--- src/rtl/obstacle_scheduler_if.sv ---
// Renderer-side bus of the obstacle scheduler: raster/frame controls in, selected sprite out.
interface obstacle_scheduler_if;
    localparam int unsigned HC_W    = 11;
    localparam int unsigned VC_W    = 10;
    localparam int unsigned SPEED_W = 4;
    localparam int unsigned SHAPE_W = 2;
    localparam int unsigned COUNT_W = 8;

    logic [HC_W-1:0]    hcount_in;
    logic [VC_W-1:0]    vcount_in;
    logic               new_frame_in;
    logic               run_in;
    logic [SPEED_W-1:0] speed_in;
    logic [HC_W-1:0]    x_out;
    logic [VC_W-1:0]    y_out;
    logic [SHAPE_W-1:0] shape_out;
    logic               active_out;
    logic               busy_out;
    logic [COUNT_W-1:0] spawn_count_out;

    modport master (
        output hcount_in, vcount_in, new_frame_in, run_in, speed_in,
        input  x_out, y_out, shape_out, active_out, busy_out, spawn_count_out
    );

    modport slave (
        input  hcount_in, vcount_in, new_frame_in, run_in, speed_in,
        output x_out, y_out, shape_out, active_out, busy_out, spawn_count_out
    );
endinterface

--- src/rtl/obstacle_scheduler.sv ---
// Shares one masked sprite renderer among NUM_SLOTS obstacles: per-frame table update
// in vertical blank, per-pixel x/shape selection during active video.
module obstacle_scheduler #(
    parameter int unsigned NUM_SLOTS = 4,
    parameter int unsigned SPRITE_W  = 128,
    parameter int unsigned SCREEN_W  = 1280,
    parameter int unsigned GROUND_Y  = 592,
    parameter int unsigned MIN_GAP   = 256
) (
    input logic                 pixel_clk_in,
    input logic                 rst_n_in,
    obstacle_scheduler_if.slave bus
);
    localparam int unsigned IDX_W  = (NUM_SLOTS > 1) ? $clog2(NUM_SLOTS) : 1;
    localparam int unsigned X_W    = 11;
    localparam int unsigned CMP_W  = 12;
    localparam int unsigned LFSR_W = 16;

    localparam logic [1:0] IDLE  = 2'd0;
    localparam logic [1:0] MOVE  = 2'd1;
    localparam logic [1:0] SPAWN = 2'd2;
    localparam logic [1:0] PARK  = 2'd3;

    logic [1:0]           state_q, state_d;
    logic [IDX_W-1:0]     idx_q, idx_d;
    logic [3:0]           spd_q, spd_d;
    logic [NUM_SLOTS-1:0] valid_q, valid_d;
    logic [X_W-1:0]       x_q [NUM_SLOTS];
    logic [X_W-1:0]       x_d [NUM_SLOTS];
    logic [1:0]           shape_q [NUM_SLOTS];
    logic [1:0]           shape_d [NUM_SLOTS];
    logic [X_W-1:0]       dist_q, dist_d;
    logic [LFSR_W-1:0]    lfsr_q, lfsr_d;
    logic [X_W-1:0]       sel_x_q, sel_x_d;
    logic [1:0]           sel_shape_q, sel_shape_d;
    logic                 active_q, active_d;
    logic                 busy_q, busy_d;
    logic [7:0]           count_q, count_d;

    logic                 hit_c;
    logic [IDX_W-1:0]     hit_idx_c;
    logic                 free_c;
    logic [IDX_W-1:0]     free_idx_c;
    logic [CMP_W-1:0]     dist_sum_c;
    logic [CMP_W-1:0]     spawn_thr_c;
    logic                 unused_vcount;

    assign unused_vcount = ^bus.vcount_in;

    // Lowest-index slot covering the current pixel, and lowest free slot.
    always_comb begin
        hit_c      = 1'b0;
        hit_idx_c  = '0;
        free_c     = 1'b0;
        free_idx_c = '0;
        for (int i = NUM_SLOTS - 1; i >= 0; i--) begin
            if (valid_q[i] && ({1'b0, bus.hcount_in} >= {1'b0, x_q[i]}) &&
                ({1'b0, bus.hcount_in} < ({1'b0, x_q[i]} + CMP_W'(SPRITE_W)))) begin
                hit_c     = 1'b1;
                hit_idx_c = IDX_W'(i);
            end
            if (!valid_q[i]) begin
                free_c     = 1'b1;
                free_idx_c = IDX_W'(i);
            end
        end
    end

    // Next-state and datapath updates.
    always_comb begin
        state_d     = state_q;
        idx_d       = idx_q;
        spd_d       = spd_q;
        valid_d     = valid_q;
        x_d         = x_q;
        shape_d     = shape_q;
        dist_d      = dist_q;
        lfsr_d      = lfsr_q;
        sel_x_d     = sel_x_q;
        sel_shape_d = sel_shape_q;
        count_d     = count_q;
        dist_sum_c  = CMP_W'(dist_q) + CMP_W'(spd_q);
        spawn_thr_c = CMP_W'(MIN_GAP) + CMP_W'(lfsr_q[7:0]);

        case (state_q)
            IDLE: begin
                if (hit_c) begin
                    sel_x_d     = x_q[hit_idx_c];
                    sel_shape_d = shape_q[hit_idx_c];
                end
                if (bus.new_frame_in && bus.run_in) begin
                    spd_d   = bus.speed_in;
                    idx_d   = '0;
                    state_d = MOVE;
                end
            end
            MOVE: begin
                if (valid_q[idx_q]) begin
                    if (x_q[idx_q] < X_W'(spd_q)) valid_d[idx_q] = 1'b0;
                    else x_d[idx_q] = x_q[idx_q] - X_W'(spd_q);
                end
                if (idx_q == '0) begin
                    dist_d = (dist_sum_c > CMP_W'(2047)) ? X_W'(2047) : dist_sum_c[X_W-1:0];
                end
                if (idx_q == IDX_W'(NUM_SLOTS - 1)) state_d = SPAWN;
                else idx_d = idx_q + IDX_W'(1);
            end
            SPAWN: begin
                if ((CMP_W'(dist_q) >= spawn_thr_c) && free_c) begin
                    valid_d[free_idx_c] = 1'b1;
                    x_d[free_idx_c]     = X_W'(SCREEN_W);
                    shape_d[free_idx_c] = lfsr_q[1:0];
                    dist_d              = '0;
                    count_d             = count_q + 8'd1;
                end
                lfsr_d  = {lfsr_q[0] ^ lfsr_q[2] ^ lfsr_q[3] ^ lfsr_q[5], lfsr_q[15:1]};
                state_d = PARK;
            end
            default: begin
                sel_x_d     = X_W'(2047);
                sel_shape_d = 2'd0;
                state_d     = IDLE;
            end
        endcase

        busy_d   = (state_d != IDLE);
        active_d = |valid_q;
    end

    always_ff @(posedge pixel_clk_in or negedge rst_n_in) begin
        if (!rst_n_in) begin
            state_q     <= IDLE;
            idx_q       <= '0;
            spd_q       <= '0;
            valid_q     <= '0;
            for (int i = 0; i < NUM_SLOTS; i++) begin
                x_q[i]     <= '0;
                shape_q[i] <= '0;
            end
            dist_q      <= X_W'(2047);
            lfsr_q      <= 16'hACE1;
            sel_x_q     <= X_W'(2047);
            sel_shape_q <= '0;
            active_q    <= 1'b0;
            busy_q      <= 1'b0;
            count_q     <= '0;
        end else begin
            state_q     <= state_d;
            idx_q       <= idx_d;
            spd_q       <= spd_d;
            valid_q     <= valid_d;
            x_q         <= x_d;
            shape_q     <= shape_d;
            dist_q      <= dist_d;
            lfsr_q      <= lfsr_d;
            sel_x_q     <= sel_x_d;
            sel_shape_q <= sel_shape_d;
            active_q    <= active_d;
            busy_q      <= busy_d;
            count_q     <= count_d;
        end
    end

    assign bus.x_out           = sel_x_q;
    assign bus.y_out           = 10'(GROUND_Y);
    assign bus.shape_out       = sel_shape_q;
    assign bus.active_out      = active_q;
    assign bus.busy_out        = busy_q;
    assign bus.spawn_count_out = count_q;
endmodule

--- src/flat_wrapper.sv ---
// flat-port wrapper written by rule: the top's interface ports become plain ports
module obstacle_scheduler_flat 
#(
    parameter int unsigned NUM_SLOTS = 4,
    parameter int unsigned SPRITE_W  = 128,
    parameter int unsigned SCREEN_W  = 1280,
    parameter int unsigned GROUND_Y  = 592,
    parameter int unsigned MIN_GAP   = 256
)
  (pixel_clk_in, rst_n_in, bus_hcount_in, bus_vcount_in, bus_new_frame_in, bus_run_in, bus_speed_in, bus_x_out, bus_y_out, bus_shape_out, bus_active_out, bus_busy_out, bus_spawn_count_out);
  obstacle_scheduler_if bus_i ();
  input logic pixel_clk_in;
  input logic rst_n_in;
  input wire logic [$bits(bus_i.hcount_in)-1:0] bus_hcount_in;
  input wire logic [$bits(bus_i.vcount_in)-1:0] bus_vcount_in;
  input wire logic [$bits(bus_i.new_frame_in)-1:0] bus_new_frame_in;
  input wire logic [$bits(bus_i.run_in)-1:0] bus_run_in;
  input wire logic [$bits(bus_i.speed_in)-1:0] bus_speed_in;
  output wire logic [$bits(bus_i.x_out)-1:0] bus_x_out;
  output wire logic [$bits(bus_i.y_out)-1:0] bus_y_out;
  output wire logic [$bits(bus_i.shape_out)-1:0] bus_shape_out;
  output wire logic [$bits(bus_i.active_out)-1:0] bus_active_out;
  output wire logic [$bits(bus_i.busy_out)-1:0] bus_busy_out;
  output wire logic [$bits(bus_i.spawn_count_out)-1:0] bus_spawn_count_out;
  assign bus_i.hcount_in = bus_hcount_in;
  assign bus_i.vcount_in = bus_vcount_in;
  assign bus_i.new_frame_in = bus_new_frame_in;
  assign bus_i.run_in = bus_run_in;
  assign bus_i.speed_in = bus_speed_in;
  assign bus_x_out = bus_i.x_out;
  assign bus_y_out = bus_i.y_out;
  assign bus_shape_out = bus_i.shape_out;
  assign bus_active_out = bus_i.active_out;
  assign bus_busy_out = bus_i.busy_out;
  assign bus_spawn_count_out = bus_i.spawn_count_out;
  obstacle_scheduler #(.NUM_SLOTS(NUM_SLOTS), .SPRITE_W(SPRITE_W), .SCREEN_W(SCREEN_W), .GROUND_Y(GROUND_Y), .MIN_GAP(MIN_GAP)) u_core (.pixel_clk_in(pixel_clk_in), .rst_n_in(rst_n_in), .bus(bus_i));
endmodule
--- config.mk ---
export PLATFORM = sky130hd
export DESIGN_NAME = obstacle_scheduler_flat
export DESIGN_NICKNAME = d
export VERILOG_FILES = /design/src/rtl/obstacle_scheduler_if.sv /design/src/rtl/obstacle_scheduler.sv /design/src/flat_wrapper.sv
export SDC_FILE = /design/constraint.sdc
export NUM_CORES = 1
export LEC_CHECK = 0
export ABC_AREA = 1
export BUFFER_PORTS_ARGS = -buffer_cell sky130_fd_sc_hd__buf_2
export CORE_UTILIZATION = 40
export DETAILED_ROUTE_END_ITERATION = 6
export GPL_TIMING_DRIVEN = 0
export SYNTH_ARGS = -nofsm -noshare
export SYNTH_HDL_FRONTEND = slang
export SYNTH_SLANG_ARGS = --single-unit
--- constraint.sdc ---
create_clock -name pixel_clk_in -period 5.4 [get_ports pixel_clk_in]
set_clock_uncertainty 0.15 [all_clocks]
set_input_delay 0.54 -clock pixel_clk_in [delete_from_list [all_inputs] [get_ports pixel_clk_in]]
set_output_delay 0.54 -clock pixel_clk_in [all_outputs]
set_load 0.02 [all_outputs]
# Word-level counts from Yosys, hierarchy flattened
# Cells that the tools add are included.
dict set report classes {
  add_sub_neg 9
  eq_ne 11
  n_mux 61
  magnitude_cmp 20
  bitwise_logic 13
  n_reduce_logical 28
}
# operator n
set ops {}
lappend ops {{2-to-1 mux 44 bit} 3}
lappend ops {{2-to-1 mux 11 bit} 10}
lappend ops {{case mux 44 bit (2 select lines)} 1}
lappend ops {{adder 11 x 8 -> 12 bit, second input constant} 4}
lappend ops {{< comparator 11 x 12 -> 1 bit} 4}
lappend ops {{binary-select mux 11 bit (select 2 bit)} 2}
lappend ops {{bitwise mux 44 bit} 1}
lappend ops {{demux 11 bit (select 2 bit)} 2}
lappend ops {{>= comparator 11 bit} 4}
lappend ops {{case mux 11 bit (2 select lines)} 2}
lappend ops {{AND 36 bit} 1}
lappend ops {{NOT 36 bit} 1}
lappend ops {{2-to-1 mux 2 bit} 16}
lappend ops {{logical AND 1 bit} 14}
lappend ops {{adder 11 x 4 -> 12 bit} 1}
lappend ops {{>= comparator 11 x 12 -> 1 bit} 1}
lappend ops {{greater-than comparator 12 x 11 -> 1 bit, second input constant} 1}
lappend ops {{2-to-1 mux 4 bit} 3}
lappend ops {{inequality test 2 x 1 -> 1 bit, second input constant} 6}
lappend ops {{< comparator 11 x 4 -> 1 bit} 1}
lappend ops {{2-to-1 mux 1 bit} 11}
lappend ops {{subtractor 11 x 4 -> 11 bit} 1}
lappend ops {{adder 9 x 8 -> 10 bit, first input constant} 1}
lappend ops {{>= comparator 3 bit, second input constant} 3}
lappend ops {{other kinds (30)} 48}
dict set report word_totals {
  word_cells 161
  register_bits 114
  inputBits 29
}

# Longest topological paths before layout
dict set report logic_depth {
  depth_word 13
  ltp_mapped 21
  mapped_depth_nobuf 20
}

# Worst setup path before layout
# OpenSTA, ideal clock, no wires.
dict set report synth_timing {
  path_type {reg-to-reg}
  start {register u_core.idx_q[0]}
  end {register u_core.x_q[29] in the netlist's numbering}
  setup_time_ns 0.117
  path_stages_with_launch 20
  path_buffers 4
  setup_slack_ns 2.258
  required_ns 5.133
  period_less_slack_ns 3.142
  arrival_ns 2.875
  cell_sequence {dfrtp_1 -> buf_6 -> buf_6 -> inv_2 -> clkbuf_1 -> o21ai_0 -> a21oi_1 -> a21oi_1 -> ha_1 -> nand2_1 -> nand2_1 -> a31oi_1 -> nor2_1 -> nor2_4 -> nand4_2 -> o21ai_4 -> nor2_8 -> buf_2 -> nand3_1 -> nand2_1}
}
dict set report synth_between {
  elab_chain_cells 9
  word_cells_on_any_way 20
  classes_between {1 x add/sub; 3 x order compare; 2 x eq/ne; 11 x mux; 1 x bitwise; 2 x reduce/logical}
}
# element line_no
set synth_rtl {}
lappend synth_rtl {{from (decl)} obstacle_scheduler.sv:25} ;# logic [IDX_W-1:0] idx_q, idx_d;
lappend synth_rtl {{from (signal assigned)} obstacle_scheduler.sv:149} ;# idx_q <= idx_d;
lappend synth_rtl {{NOT 2 -> 3 bit (implied by the code)} {obstacle_scheduler.sv:99, obstacle_scheduler.sv:100}}
lappend synth_rtl {{binary-select mux 11 bit (select 2 bit) (tied with other cells)} {obstacle_scheduler.sv:99, obstacle_scheduler.sv:100}}
lappend synth_rtl {{2-to-1 mux 11 bit (implied by the code) / logical AND 1 bit (equally long branches)} {obstacle_scheduler.sv:99, obstacle_scheduler.sv:100}}
lappend synth_rtl {{2-to-1 mux 11 bit, on equally long branches} {obstacle_scheduler.sv:99, obstacle_scheduler.sv:100}}
lappend synth_rtl {{subtractor 11 x 4 -> 11 bit / demux 11 bit (select 2 bit) (equally long branches)} obstacle_scheduler.sv:100} ;# else x_d[idx_q] = x_q[idx_q] - X_W'(spd_q);
lappend synth_rtl {{bitwise mux 44 bit} obstacle_scheduler.sv:100}
lappend synth_rtl {{2-to-1 mux 44 bit} obstacle_scheduler.sv:99} ;# if (x_q[idx_q] < X_W'(spd_q)) valid_d[idx_q] = 1'b0;
lappend synth_rtl {{2-to-1 mux 44 bit} obstacle_scheduler.sv:98} ;# if (valid_q[idx_q]) begin
lappend synth_rtl {{case mux 44 bit (2 select lines)} obstacle_scheduler.sv:85} ;# case (state_q)
lappend synth_rtl {{to (signal, indexed assignment)} obstacle_scheduler.sv:137} ;# x_q[i] <= '0;
lappend synth_rtl {{to (signal assigned)} obstacle_scheduler.sv:152} ;# x_q <= x_d;
lappend synth_rtl {{to (decl)} obstacle_scheduler.sv:28} ;# logic [X_W-1:0] x_q [NUM_SLOTS];
# Parallel ways exist; a longest one is shown, timed or not. The select of a mux whose other input is x is not followed.
# A chain may end at the register's enable or synchronous reset.

# Worst setup path in the final report
dict set report layout_timing {
  start {register u_core.idx_q[0]}
  end {register u_core.x_q[9] in the netlist's numbering}
}
# The elaborated chain is that of the path after synthesis.

==> impl_metrics.py <==
metrics = {
    "status": {
        "status": "finished with violations",
        "violations": "DRC",
    },
    "drt": {
        "ant_nets": 0,
        "drt_iter0_markers": 764,
        "vias": 8556,
        "met1Wirelength_mm": 12.6,
        "viasPerCell": 5.35,
        "routed.top_layer": "met4",
        "drc_errors": 7,
        "routed_wl_mm": 28.3,
        "wl_met3_mm": 2.00,
        "drt-pass1-iter-count": 7,
        "wl_per_cell_um": 17.7,
        "dr_wl_met2_mm": 12.7,
    },
    "placement": {
        "gp_congestion": 0.984,
        "place_area_mm2": 0.00966,
        "numPlacedInstances": 1567,
        "portBuffers": 41,
        "place_hpwl_mm": 21.7,
        "place_ws_ns": 1.56,
    },
    "worst_setup_path": {
        "crit_fanout": 11,
        "reg2reg_to": "u_core.x_q[9]",
        "path_class": "reg -> reg",
        "worstSetupEndpointType": "flop",
        "ff2ff_path_depth": 19,
        "start_kind": "flop",
        "required_ns": 5.56,
        "ff2ff_setup_slack_ns": 1.40,
        "r2r-start": "u_core.idx_q[0]",
        "arrival_ns": 4.17,
    },
    "clock_tree": {
        "cts-root-buf": "clkbuf_16",
        "htree_levels": 4,
        "clock-sinks": 114,
        "cts_buffers": 17,
        "clockBufferDepth": 2,
        "cts_setup_buffers": 0,
        "cts_resized": 0,
        "cts_tree": "yes",
        "insertion_delay_ns": 0.43,
        "path_clk_slew_ns": 0.06,
    },
    "timing": {
        "tightest_slew_ns": 0.713,
        "setup_tns_ns": 0,
        "relSlewSlack_pct": 52.3,
        "rsz0062_at_grt": "false",
        "slew_viol_final": 0,
        "setup_ws_ns": 1.40,
        "post-route-period-util_pct": 74.2,
        "hold_viol_final": 0,
        "fmax_ghz": 0.250,
        "finalCriticalPeriod_ns": 4.00,
        "setup_viol": 0,
    },
    "finish": {
        "layout.nets": 1427,
        "diodes": 0,
        "drive_gt1_share_pct": 13.3,
        "stdcell_count": 1600,
        "syn2layout_area_growth_pct": 13.9,
        "fin_area_mm2": 0.0103,
    },
    "yosys": {
        "synth_most_common_cell": "nand2_1",
        "synth_top_cells_by_count": "320 x nand2_1, 164 x inv_1, 143 x nand3_1",
        "synth_top_area_share_pct": 23.3,
        "synthTopCellsByArea": "dfrtp_1 23%, nand2_1 13%, ha_1 12%",
        "synth_flop_cell": "dfrtp_1",
        "synth_cells": 1237,
        "synth_seq_cells": 114,
        "synth_largest_area_cell": "dfrtp_1",
        "syn_area_mm2": 0.00904,
        "syn_area_per_cell_um2": 7.31,
        "ys_seq_area_share_pct": 32.0,
        "ys_warn_count": 0,
        "postSynth.asyncResetShare_pct": 100,
        "yosys.cell_types.count": 53,
        "synth_edf_count": 0,
    },
    "floorplanning": {
        "die_area_mm2": 0.0232,
        "die_h_um": 152,
        "ios": 62,
        "fp.coreArea_mm2": 0.0220,
        "rows": 54,
        "dieWidth_um": 152,
        "initial_core_util_pct": 41.2,
    },
    "grt": {
        "grt_pass1_wl_mm": 45.2,
        "grt_pass1_vias": 8119,
        "antenna_found_initial": 0,
        "grtUsageTotal_pct": 25.3,
        "grt-ovfl-total": 0,
        "grt_max_degree": 78,
    },
    "pwr": {
        "peakVddDrop_v": 0.000421,
        "power_mw": 5.77,
        "cellPowerDensity_mw_per_mm2": 560,
        "leakage_nw": 5.16,
    },
    "worst_hold_path": {
        "hold_class": "in -> reg",
        "hold_depth": 2,
        "hp-start": "bus_speed_in[0]",
        "hold_path_end": "u_core.spd_q[0]",
    },
    "job": {
        "maxCapViolCount": 0,
    },
}
## stage by stage
| stage | utilization (%) | hold slack (ns) |
|---|---|---|
| after detailed placement | 44.0 | 0.305 |
| after global routing | 46.9 | 0.185 |
| after global placement | 43.8 | 0.302 |
| after CTS | 46.9 | 0.190 |
| after floorplan | - | 0.0944 |
| final | 46.9 | 0.201 |
## cells in the final DEF (no fill, tap or decap), types with 5 or more instances in the layout
cell type / count
a21oi_1: 69
a22oi_1: 8
a32oi_1: 8
buf_2: 50
buf_4: 13
buf_6: 9
clkbuf_1: 11
clkbuf_16: 17
conb_1: 10
dfrtp_1: 84
dfstp_2: 30
ha_1: 89
inv_1: 164
inv_6: 5
mux2_2: 6
nand2_1: 320
nand2_2: 6
nand2_4: 5
nand3_1: 143
nand4_1: 8
nor2_1: 63
o21a_1: 5
o21ai_0: 63
o21ai_1: 25
o22ai_1: 11
o32ai_1: 8
xnor2_1: 16
xor2_1: 15
## cells by family (layout without fill, tap and decap cells)
group | after synthesis | count (layout) | share of synthesized area, %
adder cells (fa/ha/maj) | 91 | 91 | 12.8
multiplexers | 6 | 6 | 0.747
AO/OA/AOI/OAI | 218 | 218 | 14.1
buffers and inverters | 215 | 290 | 10.4
XOR/XNOR | 31 | 31 | 3.00
flip-flops | 114 | 114 | 32.0
AND/OR/NAND/NOR | 560 | 560 | 26.9
other | 2 | 10 | 0.0831
## registers in the layout, summed over array words and instances, names as in the netlist, 2 cells and up
register and cells:
u_core.state_q 2, u_core.idx_q 2, u_core.x_q 44, u_core.bus.spawn_count_out 8, u_core.shape_q 8, u_core.bus.x_out 11
u_core.bus.shape_out 2, u_core.lfsr_q 16, u_core.spd_q 4, u_core.dist_q 11, u_core.valid_q 4
## where the power goes
group	switching [mW]	internal [mW]	total (mW)	leakage, nW
registers	0.235	1.10	1.33	1.45
logic	2.18	1.06	3.23	3.41
clock network	0.446	0.758	1.20	0.305
total	2.86	2.91	5.77	5.16
## metal layers
layer  up-vias  global-route usage, %
li1       4222                      -
met1      3974                   34.0
met2       307                   40.2
met3        53                   4.61
met4         0                   10.2
met5         -                      0
## critical path, stage by stage (launching register included)
cell      delay, ns
dfrtp_1        0.42
buf_6          0.16
buf_6          0.14
inv_2          0.21
clkbuf_1       0.47
o21ai_0        0.17
a21oi_1        0.16
a21oi_1        0.06
ha_1           0.33
nand2_1        0.09
nand2_1        0.05
a31oi_1        0.26
nor2_1         0.12
nor2_4         0.16
nand4_2        0.20
o21ai_4        0.24
nor2_8         0.09
buf_2          0.22
nand3_1        0.12
nand2_1        0.06
## worst max path at each step
stage                     cells after the start            start             end
after floorplan                              19  u_core.idx_q[0]  u_core.x_q[29]
after global placement                       19  u_core.idx_q[0]  u_core.x_q[42]
after detailed placement                     19  u_core.idx_q[0]   u_core.x_q[9]
after CTS                                    19  u_core.idx_q[0]   u_core.x_q[9]
after global routing                         19  u_core.idx_q[0]  u_core.x_q[10]
final                                        19  u_core.idx_q[0]   u_core.x_q[9]
## cell type report
cell class / instances / area [µm²]
Clock inverter: 13 / 173
Clock buffer: 19 / 453
Fill cell: 2210 / 11700
Multi-Input combinational cell: 916 / 5240
Inverter: 170 / 641
Timing Repair Buffer: 43 / 249
Buffer: 45 / 302
Tap cell: 280 / 350
Sequential cell: 114 / 2890
## timing repair
item | 4_1_cts | 5_1_grt
setup endpoints to repair | 0 | 0
hold endpoints to repair | 27 | 0
hold buffers | 1 | 0
Power figures use the tool's default switching activity.
